**src/rtl/shift_add_multiplier_if.sv**
```systemverilog
// shift_add_multiplier_if: operand/start request and product/status bundle for the shift-add multiplier
interface shift_add_multiplier_if #(parameter int WIDTH = 5);
  logic               START;
  logic [WIDTH-1:0]   A;
  logic [WIDTH-1:0]   B;
  logic               BUSY;
  logic               DONE;
  logic [2*WIDTH-1:0] P;
  modport master (output START, A, B, input BUSY, DONE, P);
  modport slave  (input START, A, B, output BUSY, DONE, P);
endinterface

```
**src/rtl/shift_add_multiplier.sv**
```systemverilog
// shift_add_multiplier: sequential shift-add unsigned multiplier, one add/shift per cycle
// Optional macro ZERO_SKIP_EN: a zero operand completes straight away through FIN with P=0.
module shift_add_multiplier #(parameter int WIDTH = 5) (
  input logic CLK,
  input logic RST,
  shift_add_multiplier_if.slave bus
);
  localparam int CW = $clog2(WIDTH) + 1;
  typedef enum logic [1:0] {IDLE, CALC, FIN} state_t;
  state_t state_q, state_d;
  logic [WIDTH-1:0] acc_q, acc_d, mq_q, mq_d, md_q, md_d;
  logic [CW-1:0] count_q, count_d;
  logic [2*WIDTH-1:0] p_q, p_d;
  logic [WIDTH:0] sum;
  logic zero_op;
  always_ff @(posedge CLK or posedge RST)
    if (RST) begin
      state_q <= IDLE;
      acc_q   <= '0;
      mq_q    <= '0;
      md_q    <= '0;
      count_q <= '0;
      p_q     <= '0;
    end else begin
      state_q <= state_d;
      acc_q   <= acc_d;
      mq_q    <= mq_d;
      md_q    <= md_d;
      count_q <= count_d;
      p_q     <= p_d;
    end
  always_comb begin
    state_d = state_q;
    acc_d   = acc_q;
    mq_d    = mq_q;
    md_d    = md_q;
    count_d = count_q;
    p_d     = p_q;
    // the carry out of the add lives only in sum[WIDTH]; it is shifted into ACC's MSB at once
    sum = {1'b0, acc_q} + (mq_q[0] ? {1'b0, md_q} : '0);
`ifdef ZERO_SKIP_EN
    zero_op = bus.A == '0 || bus.B == '0;
`else
    zero_op = 1'b0;
`endif
    if (state_q == IDLE && bus.START) begin
      md_d    = bus.A;
      mq_d    = bus.B;
      acc_d   = '0;
      count_d = '0;
      state_d = zero_op ? FIN : CALC;
      p_d     = zero_op ? '0 : p_q;
    end else if (state_q == CALC) begin
      acc_d   = sum[WIDTH:1];
      mq_d    = {sum[0], mq_q[WIDTH-1:1]};
      count_d = count_q + CW'(1);
      if (count_q == CW'(WIDTH - 1)) begin
        p_d     = {acc_d, mq_d};
        state_d = FIN;
      end
    end else if (state_q == FIN) begin
      state_d = IDLE;
    end
  end
  assign bus.BUSY = state_q == CALC;
  assign bus.DONE = state_q == FIN;
  assign bus.P    = p_q;
endmodule

```
**src/flat_wrapper.sv**
```systemverilog
// flat-port wrapper written by rule: the top's interface ports become plain ports
module shift_add_multiplier_flat 
#(parameter int WIDTH = 5)
  (CLK, RST, bus_START, bus_A, bus_B, bus_BUSY, bus_DONE, bus_P);
  shift_add_multiplier_if #(.WIDTH(WIDTH)) bus_i ();
  input logic CLK;
  input logic RST;
  input wire logic [$bits(bus_i.START)-1:0] bus_START;
  input wire logic [$bits(bus_i.A)-1:0] bus_A;
  input wire logic [$bits(bus_i.B)-1:0] bus_B;
  output wire logic [$bits(bus_i.BUSY)-1:0] bus_BUSY;
  output wire logic [$bits(bus_i.DONE)-1:0] bus_DONE;
  output wire logic [$bits(bus_i.P)-1:0] bus_P;
  assign bus_i.START = bus_START;
  assign bus_i.A = bus_A;
  assign bus_i.B = bus_B;
  assign bus_BUSY = bus_i.BUSY;
  assign bus_DONE = bus_i.DONE;
  assign bus_P = bus_i.P;
  shift_add_multiplier #(.WIDTH(WIDTH)) u_core (.CLK(CLK), .RST(RST), .bus(bus_i));
endmodule
```
**config.mk**
```make
export PLATFORM = sky130hd
export DESIGN_NAME = shift_add_multiplier_flat
export DESIGN_NICKNAME = d
export VERILOG_FILES = /design/src/rtl/shift_add_multiplier_if.sv /design/src/rtl/shift_add_multiplier.sv /design/src/flat_wrapper.sv
export SDC_FILE = /design/constraint.sdc
export NUM_CORES = 1
export LEC_CHECK = 0
export CORE_MARGIN = 2
export CORE_UTILIZATION = 50
export CTS_BUF_LIST = sky130_fd_sc_hd__clkbuf_8
export DETAILED_ROUTE_END_ITERATION = 12
export GPL_TIMING_DRIVEN = 0
export PLACE_DENSITY = 0.85
export SETUP_SLACK_MARGIN = 0.2
export SYNTH_ARGS = -nofsm -noshare
export SYNTH_HDL_FRONTEND = slang
export SYNTH_SLANG_ARGS = --single-unit
```
**constraint.sdc**
```tcl
create_clock -name CLK -period 2.61 [get_ports CLK]
set_input_delay 0.3915 -clock CLK [delete_from_list [all_inputs] [get_ports CLK]]
set_output_delay 0.3915 -clock CLK [all_outputs]
set_load 0.005 [all_outputs]
```
## Word-level counts from Yosys, hierarchy flattened

Index checks and enable logic that the tools add are counted.

| cells by class | value |
|---|---|
| add/sub/neg operators | 2 |
| equal/unequal tests | 4 |
| muxes and demuxes | 11 |
| bitwise gates (word level) | 1 |
| reduce and logical (&&, ||, !) cells | 6 |

Operators with widths:

| operator | count |
|---|---|
| $mux W5 | 5 |
| $mux W2 | 4 |
| $mux W4 | 2 |
| $add A5 B6 Y6 | 1 |
| $add A4 B1 Y4 const B | 1 |
| $eq A4 B3 Y1 const B | 1 |
| $ne A3 B1 Y1 const B | 1 |
| $reduce_and A3 Y1 | 1 |
| $reduce_bool A3 Y1 | 1 |
| $eq A2 B1 Y1 const B | 1 |
| $eq A2 B2 Y1 const B | 1 |
| $logic_not A2 Y1 | 1 |
| $reduce_and A2 Y1 | 1 |
| $reduce_bool A2 Y1 | 1 |
| $logic_and A1 B1 Y1 | 1 |
| $not A1 Y1 | 1 |

| word-level totals | value |
|---|---|
| flip-flop bits (word level) | 31 |
| bits of input ports | 13 |
| output and inout port bits | 12 |
| word-level logic and storage cells | 30 |

## Longest topological paths before layout

| depth | value |
|---|---|
| word-level depth | 4 |
| depth in mapped cells | 7 |
| depth with buffers taken out | 7 |

## Worst setup path before layout

Ideal clock, no wire load.

| timing path | value |
|---|---|
| path kind | register to register |
| start point | register u_core.mq_q[0] |
| end point | register u_core.p_q[8], in the netlist u_core.bus.P[8] |
| setup time | 0.126 ns |
| arrival | 1.688 ns |
| data required time | 2.484 ns |
| slack | 0.796 ns |
| stages on the path, launching flop included | 8 |
| buffers on the path | 0 |
| period minus slack after synthesis | 1.814 ns |
| path through | dfrtp_1 > and2_1 > ha_1 > inv_1 > fa_1 > nand2b_1 > a21o_1 > a221o_1 |

| on the way | value |
|---|---|
| longest elaborated chain between the ends | 2 |

RTL lines:

| what | line | RTL |
|---|---|---|
| start, declared | shift_add_multiplier.sv:11 | `logic [WIDTH-1:0] acc_q, acc_d, mq_q, mq_d, md_q, md_d;` |
| start signal, assigned | shift_add_multiplier.sv:27 | `mq_q <= mq_d;` |
| $mux W5 | shift_add_multiplier.sv:40 | `sum = {1'b0, acc_q} + (mq_q[0] ? {1'b0, md_q} : '0);` |
| $add A5 B6 Y6 | shift_add_multiplier.sv:40 |  |
| end signal, assigned | shift_add_multiplier.sv:30 | `p_q <= p_d;` |
| end, declared | shift_add_multiplier.sv:13 | `logic [2*WIDTH-1:0] p_q, p_d;` |

Every way passes these cells.
A chain may end at the register's enable or synchronous reset.

## Final worst setup path

Same ends and word-level chain as after synthesis.

==> reports/metrics.cfg <==
[yosys]
synth_ff_type=dfrtp_1
ys_ff_latch=31
netlist_area_um2=1600
synth_mux_area_share_pct=5.09
synth_cells=165
synthSimpleGateAreaFrac_pct=19.4
async_reset_ff_share_pct=100
netlist.area_leader.share_pct=48.6
yosysSeqAreaShare_pct=48.6
yosys_warnings=0
synth_common_cells=nand2_1 (44), dfrtp_1 (31), ha_1 (11)
synth_most_common_cell=nand2_1
synth-xor-area-share_pct=2.19
synthDistinctLibCells=36
synth_compound_area_share_pct=11.0
yosys.area.top_type=dfrtp_1
synth_edf_count=0
yosys-top-cells-area=dfrtp_1 (49%), nand2_1 (10%), ha_1 (8.6%), mux2i_1 (4.4%), o21ai_0 (3.1%)
synth_top_family_by_area=simple AND/OR/NAND/NOR gates
syn_nets=190
synth_adder_area_share_pct=9.87
syn_area_per_cell_um2=9.68

[clocking]
cts.sinks=31
cts_root_buf=clkbuf_8
clk_pin_slew_worst_paths_ns=0.07
cts_tree=done
insertion_delay_ns=0.29
clock_path_buffers=2
cts_max_level=2
post-cts-setup-buffers=0
post_cts_resized=0
cts_buffers=5
postCtsHoldBufs=0

[timing]
min_period_over_period_pct=77.6
hold_viol_final=0
setup_violations=0
min_period_ns=2.03
fin_setup_tns_ns=0
max_freq_mhz=494
tightestPinTransition_ns=1.15
slew_viol_final=0
slew_headroom_pct=23.3
rsz0062_at_grt=false
layout_setup_ws_ns=0.584
fin_skew_ns=0.00717
whs_ns=0.470

[power]
p_sw_w=0.000866
ir_drop_mv=0.575
pwr-share-seq_pct=35.7
pwr-share-comb_pct=43.6
swShare_pct=36.7
p_leak_nw=0.967
power_per_cell_area_nw_per_um2=1170
power.share.clock_pct=20.7
internal_power_w=0.00149

[worst_setup_path]
cp_slowest_cell=a2111oi_0
arrival_ns=2.25
path_class=reg2reg
worst-path-buf-inv=1
path_delay_family=compound AO/OA/AOI/OAI gates
cp-start-kind=flop
cp_max_fo=6
cpPeakStageDelay_ns=0.42
crit_chain=and2_1, ha_1, inv_1, fa_1, nand2b_1, a2111oi_0, a221o_1
cp.required_ns=2.83
end_kind=flop

[floorplanning]
start_util_pct=52.3
die_x_um=60.5
die_y_um=60.5
die-area_um2=3660
core-area_um2=3050
num_io_pins=25
rows=20

[global_route]
grt_pass1_vias=1264
grt_pass1_wl_mm=5.46
grt_max_degree=32
gr-total-overflow=0
grt_usage_pct=20.8
grt_antenna_before_repair=0

[drt]
met3_length_um=142
vias_per_cell=5.17
vias=1245
top_layer=met4
drc=0
wl_per_cell_um=13.8
drtIter0Drc=75
drt_wl_total_mm=3.33
dr.pass1.iters=4
postRouteAntennaNets=0
wl_met1_mm=1.49
wl_met2_mm=1.62

[placement]
port_buffers=24
gp_congestion=0.852
dp_slack_ns=0.641
dp_hpwl_mm=2.40

[run_status]
status=complete, no violations

[cells_and_area]
post-route-util_pct=65.8
n_antenna_cell=0
nets=221
syn_to_final_growth_pct=25.9
layout-drive-gt1-share_pct=6.60

[worst_hold_path]
hold_path_class=reg2reg

[run]
max_cap_violations=0

[layer usage]
| layer | vias up | track usage [%] |
|---|---|---|
| li1 | 612 | - |
| met1 | 587 | 24.6 |
| met2 | 38 | 34.5 |
| met3 | 8 | 6.40 |
| met4 | 0 | 10.2 |
| met5 | - | 0 |
[area by class of cell]
class / count / area [um^2]
Clock inverter: 2 / 35.0
Timing Repair Buffer: 24 / 240
Clock buffer: 6 / 82.6
Multi-Input combinational cell: 120 / 758
Fill cell: 258 / 1040
Tap cell: 44 / 55.1
Sequential cell: 31 / 776
Buffer: 6 / 32.5
Inverter: 8 / 30.0
[sequential cells by signal, indices dropped and copies added, names as in the netlist]
| register | cells |
|---|---|
| u_core.bus.P | 10 |
| u_core.mq_q | 5 |
| u_core.state_q | 2 |
| u_core.md_q | 5 |
| u_core.count_q | 4 |
| u_core.acc_q | 5 |
[layout by cell type, fill, tap and decap left out, types with 2 or more instances in the layout]
cell             instances
a211oi_1                 3
a21o_1                   2
a21oi_1                  2
a31oi_1                  3
and2_1                   5
buf_2                    2
clkbuf_1                 3
clkbuf_8                 6
clkdlybuf4s50_1         24
dfrtp_1                 31
ha_1                    11
inv_1                    8
mux2i_1                  7
nand2_1                 44
nor2_1                   9
nor3_1                   2
o21ai_0                 10
xnor2_1                  2
xor2_1                   2
[tightest hold or removal path: stages, from the launching register on]
cell     delay, ns
dfrtp_1       0.34
nand2_1       0.05
nand2_1       0.05
[power groups by stage]
stage          Combinational [W]  Clock [W]  Sequential [W]
2_1_floorplan           0.000666          0        0.000816
3_3_place_gp            0.000947          0        0.000829
3_5_place_dp             0.00101          0        0.000851
4_1_cts                  0.00102   0.000497        0.000843
5_1_grt                  0.00115   0.000516        0.000867
6_report                 0.00103   0.000490        0.000843
[logic make-up after synthesis]
logic type / after synthesis
AND/OR/NAND/NOR: 69
flip-flops: 31
AO/OA/AOI/OAI: 27
buffers and inverters: 14
adder cells (fa/ha/maj): 12
multiplexers: 8
XOR/XNOR: 4
[worst paths after layout]
path	from	end	slack, ns	depth (start not counted)
min in group asynchronous	RST	u_core.mq_q[0]	0.70	2
min reg2reg	u_core.md_q[2]	u_core.md_q[2]	0.47	2
max reg2reg	u_core.mq_q[0]	u_core.bus.P[8]	0.58	7
max	u_core.mq_q[0]	u_core.bus.P[8]	0.58	7
max in group asynchronous	RST	u_core.state_q[1]	1.22	2
min	u_core.md_q[2]	u_core.md_q[2]	0.47	2
[stage by stage]
| step | cell area, um^2 | power, W | std cells |
|---|---|---|---|
| CTS | 2010 | 0.00236 | 241 |
| global route | 2010 | 0.00253 | 241 |
| floorplan | 1600 | 0.00148 | 165 |
| detailed placement | 1890 | 0.00186 | 233 |
| finish | 2010 | 0.00236 | 241 |
| global placement | 1890 | 0.00178 | 233 |
Note: power is estimated with default switching activity, not from simulation.
